--- src/rtl/frac_baud_gen.sv ---
// Fractional-N baud generator: one phase accumulator yields the oversample tick and the bit tick.
// Optional MidTick output (mid-bit RX sample strobe) is built when FRAC_BAUD_MIDTICK_EN is defined.
module frac_baud_gen #(
  parameter int unsigned ClkFrequency = 100000000,
  parameter int unsigned Baud         = 115200,
  parameter int unsigned Oversample   = 16,
  parameter int unsigned AccWidth     = 20,
  parameter logic [63:0] DefaultInc   =
    (64'(Baud) * 64'(Oversample) * (64'd1 << AccWidth) + 64'(ClkFrequency / 2)) / 64'(ClkFrequency)
) (
  input  logic                            clk,
  input  logic                            rst,
  input  logic                            en,
  input  logic                            resync,
  input  logic [AccWidth-1:0]             inc_in,
  input  logic                            inc_load,
  output logic [AccWidth-1:0]             inc,
  output logic                            OsTick,
  output logic                            BaudTick,
`ifdef FRAC_BAUD_MIDTICK_EN
  output logic                            MidTick,
`endif
  output logic [$clog2(Oversample)-1:0]   os_phase
);

  localparam int unsigned            PhW      = $clog2(Oversample);
  localparam logic [PhW-1:0]         PhLast   = PhW'(Oversample - 1);
  localparam logic [AccWidth-1:0]    IncReset = DefaultInc[AccWidth-1:0];

  logic [AccWidth-1:0] acc_q, acc_d;
  logic [AccWidth-1:0] inc_q, inc_d;
  logic [PhW-1:0]      phase_q, phase_d;
  logic                os_q, os_d;
  logic                baud_q, baud_d;
  logic [AccWidth:0]   sum;
  logic                carry;

  // The extra sum bit is the carry out of the accumulator: one carry is one OsTick.
  assign sum   = {1'b0, acc_q} + {1'b0, inc_q};
  assign carry = sum[AccWidth];

  always_comb begin
    acc_d   = acc_q;
    phase_d = phase_q;
    os_d    = 1'b0;
    baud_d  = 1'b0;
    // A load only affects later edges; this edge still accumulates with inc_q.
    inc_d   = inc_load ? inc_in : inc_q;
    if (resync) begin
      acc_d   = '0;
      phase_d = '0;
    end else if (en) begin
      acc_d  = sum[AccWidth-1:0];
      os_d   = carry;
      baud_d = carry && (phase_q == PhLast);
      if (carry) begin
        phase_d = phase_q + PhW'(1);
      end
    end
  end

  always_ff @(posedge clk) begin
    if (rst) begin
      acc_q   <= '0;
      inc_q   <= IncReset;
      phase_q <= '0;
      os_q    <= 1'b0;
      baud_q  <= 1'b0;
    end else begin
      acc_q   <= acc_d;
      inc_q   <= inc_d;
      phase_q <= phase_d;
      os_q    <= os_d;
      baud_q  <= baud_d;
    end
  end

`ifdef FRAC_BAUD_MIDTICK_EN
  localparam logic [PhW-1:0] PhMid = PhW'(Oversample / 2 - 1);
  logic mid_q, mid_d;

  always_comb begin
    mid_d = 1'b0;
    if (!resync && en) begin
      mid_d = carry && (phase_q == PhMid);
    end
  end

  always_ff @(posedge clk) begin
    if (rst) begin
      mid_q <= 1'b0;
    end else begin
      mid_q <= mid_d;
    end
  end

  assign MidTick = mid_q;
`endif

  assign inc      = inc_q;
  assign OsTick   = os_q;
  assign BaudTick = baud_q;
  assign os_phase = phase_q;

endmodule
--- config.mk ---
export PLATFORM = sky130hd
export DESIGN_NAME = frac_baud_gen
export DESIGN_NICKNAME = d
export VERILOG_FILES = /design/src/rtl/frac_baud_gen.sv
export SDC_FILE = /design/constraint.sdc
export NUM_CORES = 1
export LEC_CHECK = 0
export CAP_MARGIN = 15
export CORE_ASPECT_RATIO = 0.7
export CORE_UTILIZATION = 49
export CTS_BUF_LIST = sky130_fd_sc_hd__clkbuf_4 sky130_fd_sc_hd__clkbuf_8
export CTS_CLUSTER_SIZE = 10
export DETAILED_ROUTE_END_ITERATION = 10
export PLACE_DENSITY = 0.79
export SLEW_MARGIN = 20
export SYNTH_ARGS = -nofsm -noshare
export SYNTH_HDL_FRONTEND = slang
export SYNTH_SLANG_ARGS = --single-unit
--- constraint.sdc ---
create_clock -name clk -period 2.5 [get_ports clk]
set_input_delay 0.75 -clock clk [delete_from_list [all_inputs] [get_ports clk]]
set_output_delay 0.75 -clock clk [all_outputs]
set_load 0.01 [all_outputs]
=== Word level (Yosys, flattened, before mapping) ===
Cells that the tools add are included.

* Register bits after elaboration: 46
* Bits in latches: 0
* Bits in writable memories: 0
* Memory bits (read-only): 0
* Bits of input ports: 25
* Output and inout port bits: 26
* Logic and storage cells: 13
* Memories: 0

* $add $sub $neg: 2
* Multiply operators: 0
* Divide/modulo/power cells: 0
* Order comparisons: 0
* Equal/unequal tests: 1
* Shifts and indexed selects: 0
* Mux-type cells: 0
* Bitwise logic cells: 1
* Reductions and logical operators: 4

{| class="wikitable"
|+ Operators by type and width
! cell !! count
|-
| $add 20x20->21 || 1
|-
| $add 4x1->4 const B || 1
|-
| $eq 4x4->1 const B || 1
|-
| $reduce_or 3->1 || 1
|-
| $reduce_and 2->1 || 1
|-
| $reduce_or 2->1 || 1
|-
| $logic_and 1x1->1 || 1
|-
| $not 1->1 || 1
|}

=== Logic depth before layout (Yosys ltp) ===
Gate-level depths: netlist of run 1.

* Depth in word-level cells: 2
* Mapped depth: 8
* Depth with buffers taken out: 8

=== Worst setup path after synthesis of run 1 ===
No wires, ideal clock.

* Path type: register to register
* From: register inc_q[0], in the netlist inc[0]
* To: register acc_q[14]
* Setup time: 0.122 ns
* Arrival time: 2.292 ns
* Required time: 2.378 ns
* Slack: 0.086 ns
* Cell stages (with the launch flop): 9
* Buffers on the path: 0
* Clock period less this slack: 2.414 ns
* Cell sequence: dfxtp_1 > ha_1 > fa_1 > a21o_1 > a311o_1 > a21oi_1 > o31ai_1 > mux2i_1 > a311o_1

* Cells in the longest elaborated chain, start to end: 1

{| class="wikitable"
|+ Ends and longest elaborated chain
! element !! line !! text
|-
| from (decl) || 31 || <nowiki>logic [AccWidth-1:0] inc_q, inc_d;</nowiki>
|-
| from (signal assigned) || 65 || <nowiki>inc_q <= IncReset;</nowiki>
|-
| from (signal assigned) || 71 || <nowiki>inc_q <= inc_d;</nowiki>
|-
| $add 20x20->21 || 39 || <nowiki>assign sum = {1'b0, acc_q} + {1'b0, inc_q};</nowiki>
|-
| to (signal assigned) || 64 || <nowiki>acc_q <= '0;</nowiki>
|-
| to (signal assigned) || 70 || <nowiki>acc_q <= acc_d;</nowiki>
|-
| to (decl) || 30 || <nowiki>logic [AccWidth-1:0] acc_q, acc_d;</nowiki>
|}

No other way between the ends.
A chain may end at the register's enable or synchronous reset.

=== Final worst setup path of run 1 ===
* From: register inc_q[0], in the netlist inc[0]
* To: register acc_q[18]

Same word-level chain as after synthesis.

==> flow_summary.ini, run 1 <==
[grt]
use_met2_pct = 41.6
use_met3_pct = 4.34
antenna_found_initial = 0
grt-ovfl-total = 0
grt_pass1_vias = 2480
track_usage_pct = 24.9
grt_pass1_wl_microns = 11700
grt_use_met1_pct = 33.7
grt_max_degree = 32
grt.busiest_layer = met2

[worst_setup_path]
crit_arrival_ns = 2.57
reg2reg_slack_ns = 0.12
worstSetupPathType = reg -> reg
path_max_fanout = 3
worst_setup_path_end_kind = flip-flop
start_kind = flip-flop
critPathRequiredTime_ns = 2.70

[sta]
period_share_pct = 95.2
fin_skew_ns = 0.00857
post-route-min-period_ns = 2.38
fin_ws_ns = 0.121
tightest_slew_ns = 0.574
slew_viol_final = 0
fmax_mhz = 420
rsz0062_at_grt = no
final_hold_viol_count = 0
setup_violations = 0
max-slew-margin-rel_pct = 61.7

[power_and_ir_drop]
p_leak_nw = 1.48
p_per_area_nw_per_um2 = 497
vdd.ir_drop.worst_mv = 0.267

[logic_synthesis]
synthFlopType = dfxtp_1
synth_fp_nets = 367
synth_area_sq_um = 2740
synth_cell_types = 48
synthCells = 320
avgSynthCellArea_sq_um = 8.56
seq_area_frac_synth_pct = 33.6
synthArstFlopShare_pct = 0
yosysWarningCount = 0
synth_edf_count = 0
ys_seq_elements = 46

[clock_tree]
htreeDepth = 2
post_cts_buffers = 0
hold_buffers = 0
root_buffer = clkbuf_8
numCtsBuffers = 5
clockBufferDepth = 2
cts.clk_slew.worst_paths_ns = 0.09
clock-sinks = 46
cts_tree = built
clkLatencyLatePin_ns = 0.30

[floorplanning]
die_h_microns = 64.5
dieArea_sq_um = 5890
ios = 51
rows = 22
die_width_microns = 91.3
start_util_pct = 51.5
core_sq_um = 5310

[placement]
routabilityCongestion = 0.933
dp_slack_ns = -0.0554
hpwl_microns = 4820
io_buffers = 50

[job]
maxCapViolations = 0

[routing]
routedWlPerCell_microns = 15.3
drc = 0
drt-vias-per-instance = 5.84
wirelength_microns = 6790
vias = 2591
dr.pass1.iters = 4
drtIter0Drc = 236
ant_nets = 0

[finish]
diodes = 0
nNetsFinal = 418
fin_util_pct = 65.2
layout_commonest_cell = clkdlybuf4s50_1
area_growth_pct = 26.6
final_cell_mix = 50 x clkdlybuf4s50_1, 46 x dfxtp_1, 32 x nor2_1
drive_gt1_share_pct = 6.72

[worst_hold_path]
hold_class = reg -> reg

[status]
outcome = finished, final reports clean
-- state kept, by name (all words and copies together), names as in the netlist --
| register | count |
|---|---|
| os_phase | 4 |
| BaudTick | 1 |
| OsTick | 1 |
| acc_q | 20 |
| inc | 20 |
-- cell families (layout without fill, tap and decap cells) --
| group | count (synthesis) | after routing | synth area share, % |
|---|---|---|---|
| AND/OR/NAND/NOR | 112 | 112 | 19.7 |
| AO/OA/AOI/OAI | 94 | 94 | 24.0 |
| flip-flops | 46 | 46 | 33.6 |
| adder cells (fa/ha/maj) | 22 | 22 | 10.3 |
| multiplexers | 21 | 21 | 7.68 |
| buffers and inverters | 20 | 72 | 3.06 |
| XOR/XNOR | 5 | 5 | 1.60 |
-- report_power, final --
group	switching, mW	internal (mW)
logic	0.225	0.212
registers	0.0285	0.770
clock network	0.250	0.234
-- cell usage after synthesis (all sizes together), types with 2 or more instances --
master   instances  area, sq um
clkbuf          12         45.0
nor2b           11         68.8
xnor2            4         35.0
a32oi            3         26.3
ha              21          263
nand2           23         88.8
inv              5         18.8
a211oi           5         37.5
mux2i           21          210
o211ai           5         37.5
a21oi           29          149
or3              9         56.3
a21o             9         67.6
nand3           19         95.1
a211o           13          114
dfxtp           46          921
o21ai           11         55.1
nor3             7         35.0
buf              3         20.0
and3             3         18.8
o2111ai          2         17.5
o21a             2         15.0
o211a            2         20.0
nand4b           2         17.5
nor2            32          120
a311o            2         20.0
nand4            2         12.5
a2111o           2         22.5
-- critical path, cell delays in order, from the launching register on --
cell and delay (ns):
dfxtp_1 0.34, ha_2 0.21, fa_2 0.36, a21o_1 0.22, a311o_1 0.30, a211o_1 0.39
a21oi_2 0.18, mux2i_1 0.21, nand2_1 0.06
-- cell type report --
class                   count  area [sq um]
clock buffers               7          90.1
multi-input cells         254          1750
well taps                  72          90.1
flip-flops and latches     46           921
repair buffers             59           593
fillers                   436          1850
inverters                   5          18.8
clock inverters             1          5.00
-- through the flow --
step	area, sq um	TNS, ns	cells	total power, mW	hold slack (ns)
2_1_floorplan	2740	0	320	1.09	0.445
3_3_place_gp	3360	0	436	1.23	0.454
3_5_place_dp	3360	-0.0554	436	1.24	0.463
4_1_cts	3460	0	444	1.72	0.478
5_1_grt	3460	0	444	1.82	0.508
6_report	3460	0	444	1.72	0.475
-- final timing paths --
kind,from,end,cells after the start
max,inc[0]$_SDFFE_PP1P_,acc_q[18]$_SDFFE_PP0P_,8
min,acc_q[9]$_SDFFE_PP0P_,acc_q[9]$_SDFFE_PP0P_,2
max reg2reg,inc[0]$_SDFFE_PP1P_,acc_q[18]$_SDFFE_PP0P_,8
min reg2reg,acc_q[9]$_SDFFE_PP0P_,acc_q[9]$_SDFFE_PP0P_,2
-- what timing repair did --
item	CTS	global route
endpoints found under the setup margin	3	5
resized for setup	2	3
pin swaps	1	3
-- routing by layer --
layer	wire length [microns]	vias to the layer above
li1	-	1291
met1	3240	1199
met2	3060	97
met3	460	4
met4	26	0
met5	0	-
(Power assumes the default switching activity.)
==> inputs of run 2 (changes only) <==
- CTS_CLUSTER_DIAMETER: not set -> 30
- SLEW_MARGIN: 20 -> not set
==> results of run 2 <==
No change in the layout: final DEF, timing and power equal those of run 1.
